`config.mk`:
```
export PLATFORM = sky130hd
export DESIGN_NAME = if_fetch_flat
export DESIGN_NICKNAME = d
export VERILOG_FILES = /design/src/rtl/if_fetch_pkg.sv /design/src/rtl/if_fetch_if.sv /design/src/rtl/if_fetch_inst_hold.sv /design/src/rtl/if_fetch.sv /design/src/flat_wrapper.sv
export SDC_FILE = /design/constraint.sdc
export NUM_CORES = 1
export LEC_CHECK = 0
export ABC_CLOCK_PERIOD_IN_PS = 2300
export CELL_PAD_IN_SITES_DETAIL_PLACEMENT = 1
export CELL_PAD_IN_SITES_GLOBAL_PLACEMENT = 1
export CORE_MARGIN = 1.5
export CORE_UTILIZATION = 33
export DETAILED_ROUTE_END_ITERATION = 16
export GPL_ROUTABILITY_DRIVEN = 1
export GPL_TIMING_DRIVEN = 0
export PLACE_DENSITY = 0.78
export SLEW_MARGIN = 20
export SYNTH_ARGS = -nofsm -noshare
export SYNTH_HDL_FRONTEND = slang
export SYNTH_HIERARCHICAL = 1
export SYNTH_SLANG_ARGS = --single-unit
```
`constraint.sdc`:
```
create_clock -name clk -period 2.3 [get_ports clk]
set_clock_uncertainty 0.1 [all_clocks]
set_input_delay 0.46 -clock clk [delete_from_list [all_inputs] [get_ports clk]]
set_output_delay 0.46 -clock clk [all_outputs]
set_load 0.02 [all_outputs]
```
`src/rtl/if_fetch_pkg.sv`:
```
// Shared types and constants for the MIPS IF stage.
// Build option: IF_FETCH_ALIGN_CHK_EN enables the misaligned-fetch check.
package if_fetch_pkg;

    localparam int BR_WD       = 33;
    localparam int IF_TO_ID_WD = 33;
    localparam int STALL_WD    = 2;

    typedef logic [STALL_WD-1:0] stall_bus_t;

    localparam logic STOP    = 1'b1;
    localparam logic NO_STOP = 1'b0;

    localparam logic [31:0] RESET_PC_DEFAULT = 32'hBFBF_FFFC;

    typedef enum logic [1:0] {
        IF_FETCH_BOOT = 2'd0,
        IF_FETCH_RUN  = 2'd1,
        IF_FETCH_HOLD = 2'd2
    } if_fetch_state_e;

    function automatic logic [31:0] pc_plus4(input logic [31:0] pc);
        return pc + 32'd4;
    endfunction

endpackage

```
`src/rtl/if_fetch_if.sv`:
```
// IF-stage bus bundle: stall/redirect inputs, instruction SRAM port and IF->ID outputs.
// Build option: IF_FETCH_ALIGN_CHK_EN adds the if_adel flag.
interface if_fetch_if;
    import if_fetch_pkg::*;

    stall_bus_t             stall;
    logic [BR_WD-1:0]       br_bus;
    logic [31:0]            inst_sram_rdata;
    logic                   inst_sram_en;
    logic [3:0]             inst_sram_wen;
    logic [31:0]            inst_sram_addr;
    logic [31:0]            inst_sram_wdata;
    logic [IF_TO_ID_WD-1:0] if_to_id_bus;
    logic [31:0]            inst_to_id;
`ifdef IF_FETCH_ALIGN_CHK_EN
    logic                   if_adel;
`endif

    modport master (
        input  stall, br_bus, inst_sram_rdata,
        output inst_sram_en, inst_sram_wen, inst_sram_addr, inst_sram_wdata,
        output if_to_id_bus, inst_to_id
`ifdef IF_FETCH_ALIGN_CHK_EN
        , output if_adel
`endif
    );

    modport slave (
        output stall, br_bus, inst_sram_rdata,
        input  inst_sram_en, inst_sram_wen, inst_sram_addr, inst_sram_wdata,
        input  if_to_id_bus, inst_to_id
`ifdef IF_FETCH_ALIGN_CHK_EN
        , input if_adel
`endif
    );

endinterface

```
`src/rtl/if_fetch_inst_hold.sv`:
```
// One-entry instruction hold buffer: keeps the SRAM word decode was handed
// when IF/ID stalled, so decode sees a stable instruction.
module if_inst_hold (
    input  logic        clk,
    input  logic        rst,
    input  logic        capture_i,
    input  logic        release_i,
    input  logic [31:0] rdata_i,
    output logic        hold_valid_o,
    output logic [31:0] inst_o
);

    logic        hold_valid_q;
    logic [31:0] hold_inst_q;

    always_ff @(posedge clk or negedge rst) begin
        if (!rst) begin
            hold_valid_q <= 1'b0;
            hold_inst_q  <= 32'h0;
        end else if (capture_i) begin
            hold_valid_q <= 1'b1;
            hold_inst_q  <= rdata_i;
        end else if (release_i) begin
            hold_valid_q <= 1'b0;
        end
    end

    assign hold_valid_o = hold_valid_q;
    assign inst_o       = hold_valid_q ? hold_inst_q : rdata_i;

endmodule

```
`src/rtl/if_fetch.sv`:
```
// MIPS IF stage: PC register, instruction SRAM request, stalled-redirect latch.
// Build option: IF_FETCH_ALIGN_CHK_EN flags misaligned fetches and suppresses them.
module if_fetch
    import if_fetch_pkg::*;
#(
    parameter logic [31:0] RESET_PC   = RESET_PC_DEFAULT,
    parameter int          HOLD_DEPTH = 1
) (
    input  logic        clk,
    input  logic        rst,
    if_fetch_if.master  bus
);

    if (HOLD_DEPTH != 1) begin : g_bad_hold_depth
        $error("if_fetch: HOLD_DEPTH must be 1");
    end

    if_fetch_state_e state_q;
    logic [31:0]     pc_q, pc_d;
    logic            ce_q;
    logic            pend_valid_q;
    logic [31:0]     pend_addr_q;

    logic            br_e;
    logic [31:0]     br_addr;
    logic            pc_stop, id_stop;
    logic            hold_valid;
    logic            hold_capture, hold_release;
    logic [31:0]     inst_held;

    assign br_e    = bus.br_bus[32];
    assign br_addr = bus.br_bus[31:0];
    assign pc_stop = (bus.stall[0] == STOP);
    assign id_stop = (bus.stall[1] == STOP);

    // A redirect parked during a stall outranks anything decode sends later.
    always_comb begin
        pc_d = pc_plus4(pc_q);
        if (pend_valid_q)
            pc_d = pend_addr_q;
        else if (br_e)
            pc_d = br_addr;
    end

    assign hold_capture = (state_q == IF_FETCH_RUN) && pc_stop && id_stop && !hold_valid;
    assign hold_release = (state_q == IF_FETCH_HOLD) && !id_stop;

    always_ff @(posedge clk or negedge rst) begin
        if (!rst) begin
            state_q      <= IF_FETCH_BOOT;
            pc_q         <= RESET_PC;
            ce_q         <= 1'b0;
            pend_valid_q <= 1'b0;
            pend_addr_q  <= 32'h0;
        end else begin
            case (state_q)
                IF_FETCH_BOOT: begin
                    state_q <= IF_FETCH_RUN;
                    ce_q    <= 1'b1;
                    pc_q    <= pc_d;
                end
                IF_FETCH_RUN, IF_FETCH_HOLD: begin
                    if (!pc_stop) begin
                        pc_q         <= pc_d;
                        ce_q         <= 1'b1;
                        pend_valid_q <= 1'b0;
                    end else if (br_e) begin
                        pend_valid_q <= 1'b1;
                        pend_addr_q  <= br_addr;
                    end
                    if (hold_capture)
                        state_q <= IF_FETCH_HOLD;
                    else if (hold_release)
                        state_q <= IF_FETCH_RUN;
                end
                default: state_q <= IF_FETCH_BOOT;
            endcase
        end
    end

    if_inst_hold u_hold (
        .clk          (clk),
        .rst          (rst),
        .capture_i    (hold_capture),
        .release_i    (hold_release),
        .rdata_i      (bus.inst_sram_rdata),
        .hold_valid_o (hold_valid),
        .inst_o       (inst_held)
    );

    assign bus.inst_sram_wen   = 4'b0000;
    assign bus.inst_sram_wdata = 32'h0;
    assign bus.inst_sram_addr  = pc_q;
    assign bus.if_to_id_bus    = {ce_q, pc_q};

`ifdef IF_FETCH_ALIGN_CHK_EN
    logic adel;
    assign adel             = ce_q & (pc_q[1:0] != 2'b00);
    assign bus.if_adel      = adel;
    assign bus.inst_sram_en = ce_q & ~adel;
    assign bus.inst_to_id   = adel ? 32'h0 : inst_held;
`else
    assign bus.inst_sram_en = ce_q;
    assign bus.inst_to_id   = inst_held;
`endif

endmodule

```
`src/flat_wrapper.sv`:
```
// flat-port wrapper written by rule: the top's interface ports become plain ports
module if_fetch_flat import if_fetch_pkg::*;
#(
    parameter logic [31:0] RESET_PC   = RESET_PC_DEFAULT,
    parameter int          HOLD_DEPTH = 1
)
  (clk, rst, bus_stall, bus_br_bus, bus_inst_sram_rdata, bus_inst_sram_en, bus_inst_sram_wen, bus_inst_sram_addr, bus_inst_sram_wdata, bus_if_to_id_bus, bus_inst_to_id);
  if_fetch_if bus_i ();
  input  logic clk;
  input  logic rst;
  input wire logic [$bits(bus_i.stall)-1:0] bus_stall;
  input wire logic [$bits(bus_i.br_bus)-1:0] bus_br_bus;
  input wire logic [$bits(bus_i.inst_sram_rdata)-1:0] bus_inst_sram_rdata;
  output wire logic [$bits(bus_i.inst_sram_en)-1:0] bus_inst_sram_en;
  output wire logic [$bits(bus_i.inst_sram_wen)-1:0] bus_inst_sram_wen;
  output wire logic [$bits(bus_i.inst_sram_addr)-1:0] bus_inst_sram_addr;
  output wire logic [$bits(bus_i.inst_sram_wdata)-1:0] bus_inst_sram_wdata;
  output wire logic [$bits(bus_i.if_to_id_bus)-1:0] bus_if_to_id_bus;
  output wire logic [$bits(bus_i.inst_to_id)-1:0] bus_inst_to_id;
  assign bus_i.stall = bus_stall;
  assign bus_i.br_bus = bus_br_bus;
  assign bus_i.inst_sram_rdata = bus_inst_sram_rdata;
  assign bus_inst_sram_en = bus_i.inst_sram_en;
  assign bus_inst_sram_wen = bus_i.inst_sram_wen;
  assign bus_inst_sram_addr = bus_i.inst_sram_addr;
  assign bus_inst_sram_wdata = bus_i.inst_sram_wdata;
  assign bus_if_to_id_bus = bus_i.if_to_id_bus;
  assign bus_inst_to_id = bus_i.inst_to_id;
  if_fetch #(.RESET_PC(RESET_PC), .HOLD_DEPTH(HOLD_DEPTH)) u_core (.clk(clk), .rst(rst), .bus(bus_i));
endmodule
```
# After elaboration in Yosys (flattened, before gate mapping)
# Cells that the tools add are included.
# classes
n_addsub	1
eq_ne	5
mux	14
reduce_logical	13
# op_table
cell	count
32-bit 2-to-1 mux	4
32-bit case mux with 2 select lines	1
32-bit by 3-bit adder with 32-bit output, second input constant	1
1-bit 2-to-1 mux	5
1-bit logical AND	4
2-bit 2-to-1 mux	2
2-bit case mux with 2 select lines	1
2-bit AND reduction	2
2-bit nonzero test	2
3-bit by 1-bit inequality test with 1-bit output, second input constant	1
3-bit AND reduction	1
2-bit by 1-bit == test with 1-bit output, second input constant	1
2-bit == test, second input constant	1
1-bit logical NOT	2
2-bit logical NOT	1
2-bit by 1-bit inequality test with 1-bit output, second input constant	1
2-bit inequality test, second input constant	1
1-bit case mux with 2 select lines	1
2-bit OR reduction	1
# word_totals
register_bits	101
inputBits	69
out_inout_bits	134
word_cells	40

# Depth between registers and ports, before layout
# Gate-level depths: netlist (run 1).
# logic_depth
depth_word	6
depth_mapped	8
ltp_nobuf	6

# Modules after synthesis
# The synthesis (run 1) kept the hierarchy.
# by_module_without_submodules
module	instances	cells_each	area_each_um2	seq_area_each_um2
if_fetch	1	463	4443.0	1736.7
if_inst_hold	1	107	1918.1	825.8

# Least setup slack after synthesis (run 1)
# No wires, ideal clock.
# synth_path
path_type	flip-flop to flip-flop
start	reg u_core.pc_q[19], in the netlist u_core/bus.inst_sram_addr[19]
end	reg u_core.pc_q[25], in the netlist u_core/bus.inst_sram_addr[25]
setup_time_ns	0.088
arrival_time_ns	1.993
t_required_ns	2.112
setup_slack_ns	0.119
stages_incl_launch_ff	6
n_path_buf	1
synth_period_minus_slack_ns	2.181
path_cell_list	dfstp_2 > clkbuf_2 > nand4_4 > or4_4 > o211ai_1 > or3b_1
# synth_between
elab_chain_cells	5
# synth_lines
element	line	source
start, declared	if_fetch.sv:19	logic [31:0] pc_q, pc_d;
start signal, assigned	if_fetch.sv:60	pc_q <= pc_d;
start signal, assigned	if_fetch.sv:64	pc_q <= pc_d;
32-bit by 3-bit adder with 32-bit output (*)	if_fetch_pkg.sv:23	return pc + 32'd4;
32-bit 2-to-1 mux (*)	if_fetch.sv:41	else if (br_e)
32-bit 2-to-1 mux (*)	if_fetch.sv:39	if (pend_valid_q)
32-bit 2-to-1 mux	if_fetch.sv:63	if (!pc_stop) begin
32-bit case mux with 2 select lines (*)	if_fetch.sv:56	case (state_q)
# Every way passes the cells marked *; elsewhere a longest branch is shown, timed or not. The select of a mux whose other input is x is not followed.
# A chain may end at the register's enable or synchronous reset.

# Final worst setup path (run 1)
# layout_path
start	reg u_core.pc_q[23], in the netlist u_core/bus.inst_sram_addr[23]
end	out bus_inst_sram_addr[23]
# layout_lines
element	line	source
end, declared	flat_wrapper.sv:16	output wire logic [$bits(bus_i.inst_sram_addr)-1:0] bus_inst_sram_addr;
# No word-level cell between the ends.

==> results of run 1 <==
-- layout make-up --
class	count	area, um2
diodes	1	2.50
plain buffers	102	802
clock buffers	11	233
clock inverters	4	97.6
fillers	2075	9870
inverters	9	33.8
multi-input cells	390	3170
flip-flops and latches	101	2560
well taps	260	325
repair buffers	176	1740
-- layer usage --
layer | vias up | wire length [um] | GRT usage (%) | share of wire, %
met5 | - | 0 | 0 | 0
met4 | 0 | 291 | 6.57 | 1.5
met3 | 22 | 1880 | 5.23 | 9.7
met2 | 206 | 9350 | 34.1 | 48
met1 | 2622 | 7940 | 24.4 | 41
li1 | 2450 | - | - | -
-- cells in the mapped netlist, drive strengths merged (3+ instances only) --
cell type	number	area [um2]
o211ai	11	82.6
nand4	17	136
mux2	96	1300
a211oi	3	22.5
nor2	19	71.3
and2	3	18.8
ha	5	62.6
nand4b	4	35.0
nor3	5	25.0
inv	8	30.0
a21oi	10	50.1
a31oi	4	25.0
nor2b	4	25.0
o2bb2ai	5	43.8
and4	3	27.5
dfrtp	73	1830
o21ai	27	135
nand2	34	128
buf	86	708
nor4	7	43.8
nand3	14	70.1
o22ai	3	18.8
or3	5	31.3
or2	3	18.8
clkbuf	19	72.6
a222oi	3	30.0
dfstp	28	736
a22o	12	105
a22oi	12	90.1
o311ai	7	61.3
or4	8	63.8
mux2i	8	80.1
-- power groups by stage --
stage               Clock (mW)  Sequential [mW]  Combinational [mW]
detailed placement           0             3.77                7.58
global placement             0             3.72                7.42
CTS                       1.80             3.73                7.57
global route              1.86             3.86                8.14
finish                    1.76             3.72                7.60
floorplan                    0             3.82                4.52
-- cell families (layout without fill, tap and decap cells) --
group	after synthesis	after routing	share of synthesized area, %
simple gates	134	134	11.9
mux	104	104	21.7
compound gates	111	111	12.3
other cells	1	37	0.0590
flops	101	101	40.3
fa+ha+maj	5	5	0.983
buf+inv	114	302	12.8
-- through the flow --
stage	hold WS (ns)	TNS (ns)	std cells	util (%)	setup slack, ns
CTS	0.407	0	1052	47.4	0.00592
finish	0.406	0	1054	47.6	0.0380
global route	0.419	-0.0147	1053	47.6	-0.0147
global placement	0.382	-334.58	1031	45.0	-3.45
detailed placement	0.251	-23.55	1032	45.2	-0.770
floorplan	0.0644	0	605	-	0.119
-- path summary, 6_finish.rpt --
path | to | slack, ns | cells past startpoint | from
max | bus_inst_sram_addr[23] | 0.04 | 2 | u_core/bus.inst_sram_addr[23]$_DFFE_PN1P_
min | u_core/u_hold/hold_inst_q[31]$_DFFE_PN0P_ | 0.41 | 1 | u_core/u_hold/hold_inst_q[31]$_DFFE_PN0P_
max reg2reg | u_core/bus.inst_sram_addr[25]$_DFFE_PN1P_ | 0.07 | 5 | u_core/bus.inst_sram_addr[18]$_DFFE_PN1P_
min reg2reg | u_core/u_hold/hold_inst_q[31]$_DFFE_PN0P_ | 0.41 | 1 | u_core/u_hold/hold_inst_q[31]$_DFFE_PN0P_
max in group asynchronous | u_core/bus.inst_sram_addr[7]$_DFFE_PN1P_ | 0.95 | 3 | rst
min in group asynchronous | u_core/u_hold/hold_inst_q[30]$_DFFE_PN0P_ | 0.45 | 2 | rst
-- sequential cells by signal (all words and copies together) (netlist names) --
name and count:
u_core/bus.inst_sram_en 1, u_core/u_hold/hold_inst_q 32, u_core/pend_addr_q 32, u_core/pend_valid_q 1
u_core/u_hold/hold_valid_o 1, u_core/bus.inst_sram_addr 32, u_core/state_q 2
-- critical path, stage by stage, from the launching register on --
cell and delay [ns]:
dfstp_2 0.61, buf_4 0.13, clkdlybuf4s50_1 0.60
-- what timing repair did --
| action | CTS | global route |
|---|---|---|
| gates cloned | 0 | 0 |
| hold buffers | 1 | 0 |
| setup endpoints to repair | 86 | 28 |
| gates resized for setup | 60 | 22 |
| hold endpoints to repair | 26 | 0 |
| pin swaps | 1 | 1 |
| setup buffers | 7 | 1 |
==> reports/metrics.csv, run 1 <==
metric,value,unit
cts_tree,built,
fin_crit_sh,98.3,%
critPathArrivalTime,1.70,ns
wl_per_cell,18.5,um
overflow,0,
dp_hpwl,14300,um
ys.flop_type,dfrtp_1,
fin_crit,2.26,ns
drv_slew,0,
gp_congestion,0.802,
ir_drop,0.000673,V
crit_type,reg2out,
cts.sinks,101,
yosys_warnings,6,
syn2layout_area_growth,40.9,%
maxCapViolations,0,
htree_levels,3,
relSlewSlack,61.1,%
drc,0,
p_int,7.79,mW
syn_area,0.00636,mm2
fp.coreArea,0.0188,mm2
p_per_area,1460,mW/mm2
power_frac_seq,28.4,%
grt_pass1_vias,5691,
first_iter_violations,244,
status,"finished, final reports clean",
p_switching,5.29,mW
synth_area_per_cell,11.2,um2
cts_buffers,9,
port-buffer-count,166,
start_util,33.8,%
syn_inst,570,
max_freq,442,MHz
ant_nets,0,
clockRootBuffer,clkbuf_16,
clk_latency,0.36,ns
finalHoldViolCount,0,
sw_frac_of_total,40.5,%
clkPwrFrac,13.5,%
clk_pin_slew_worst_paths,0.07,ns
total_power,13.1,mW
finalSetupViolCount,0,
final_cell_mix,"127 x clkdlybuf4s50_1, 80 x buf_4, 73 x dfrtp_1",
dpl_cell_area,0.00851,mm2
crit_required,1.74,ns
avgViaCountPerCell,5.03,
ys_seq_elements,101,
combPwrFrac,58.1,%
mostFrequentLayoutCell,clkdlybuf4s50_1,
rows,50,
ioPinCount,203,
vias,5300,
yosysSeqAreaShare,40.3,%
nets,863,
worst_pin_slew,0.584,ns
start_kind,flip-flop,
wirelength,19500,um
die_area,0.0201,mm2
leakage,3.92,nW
drive_gt1_share,33.2,%
antenna_found_initial,1,
drt_first_pass_iters,4,
final_area,0.00896,mm2
grt_max_degree,76,
synth_edf_count,0,
synth_cell_types,61,
hold_class,reg2reg,
cp-end-kind,primary output,
grt_usage,19.9,%
clock_path_buffers,2,
die_h,142,um
synthArstFlopShare,100,%
crit_path_max_fanout,7,
die_x,142,um
grt_pass1_wl,31000,um
No activity file was read; power rests on OpenSTA's default activity.
==> run 2: changes to the inputs <==
--- a/config.mk
+++ b/config.mk
@@ -6,6 +6,7 @@
 export NUM_CORES = 1
 export LEC_CHECK = 0
 export ABC_CLOCK_PERIOD_IN_PS = 2300
+export CAP_MARGIN = 20
 export CELL_PAD_IN_SITES_DETAIL_PLACEMENT = 1
 export CELL_PAD_IN_SITES_GLOBAL_PLACEMENT = 1
 export CORE_MARGIN = 1.5
==> results of run 2 <==
The final DEF is identical to that of run 1; final timing and power are the same.
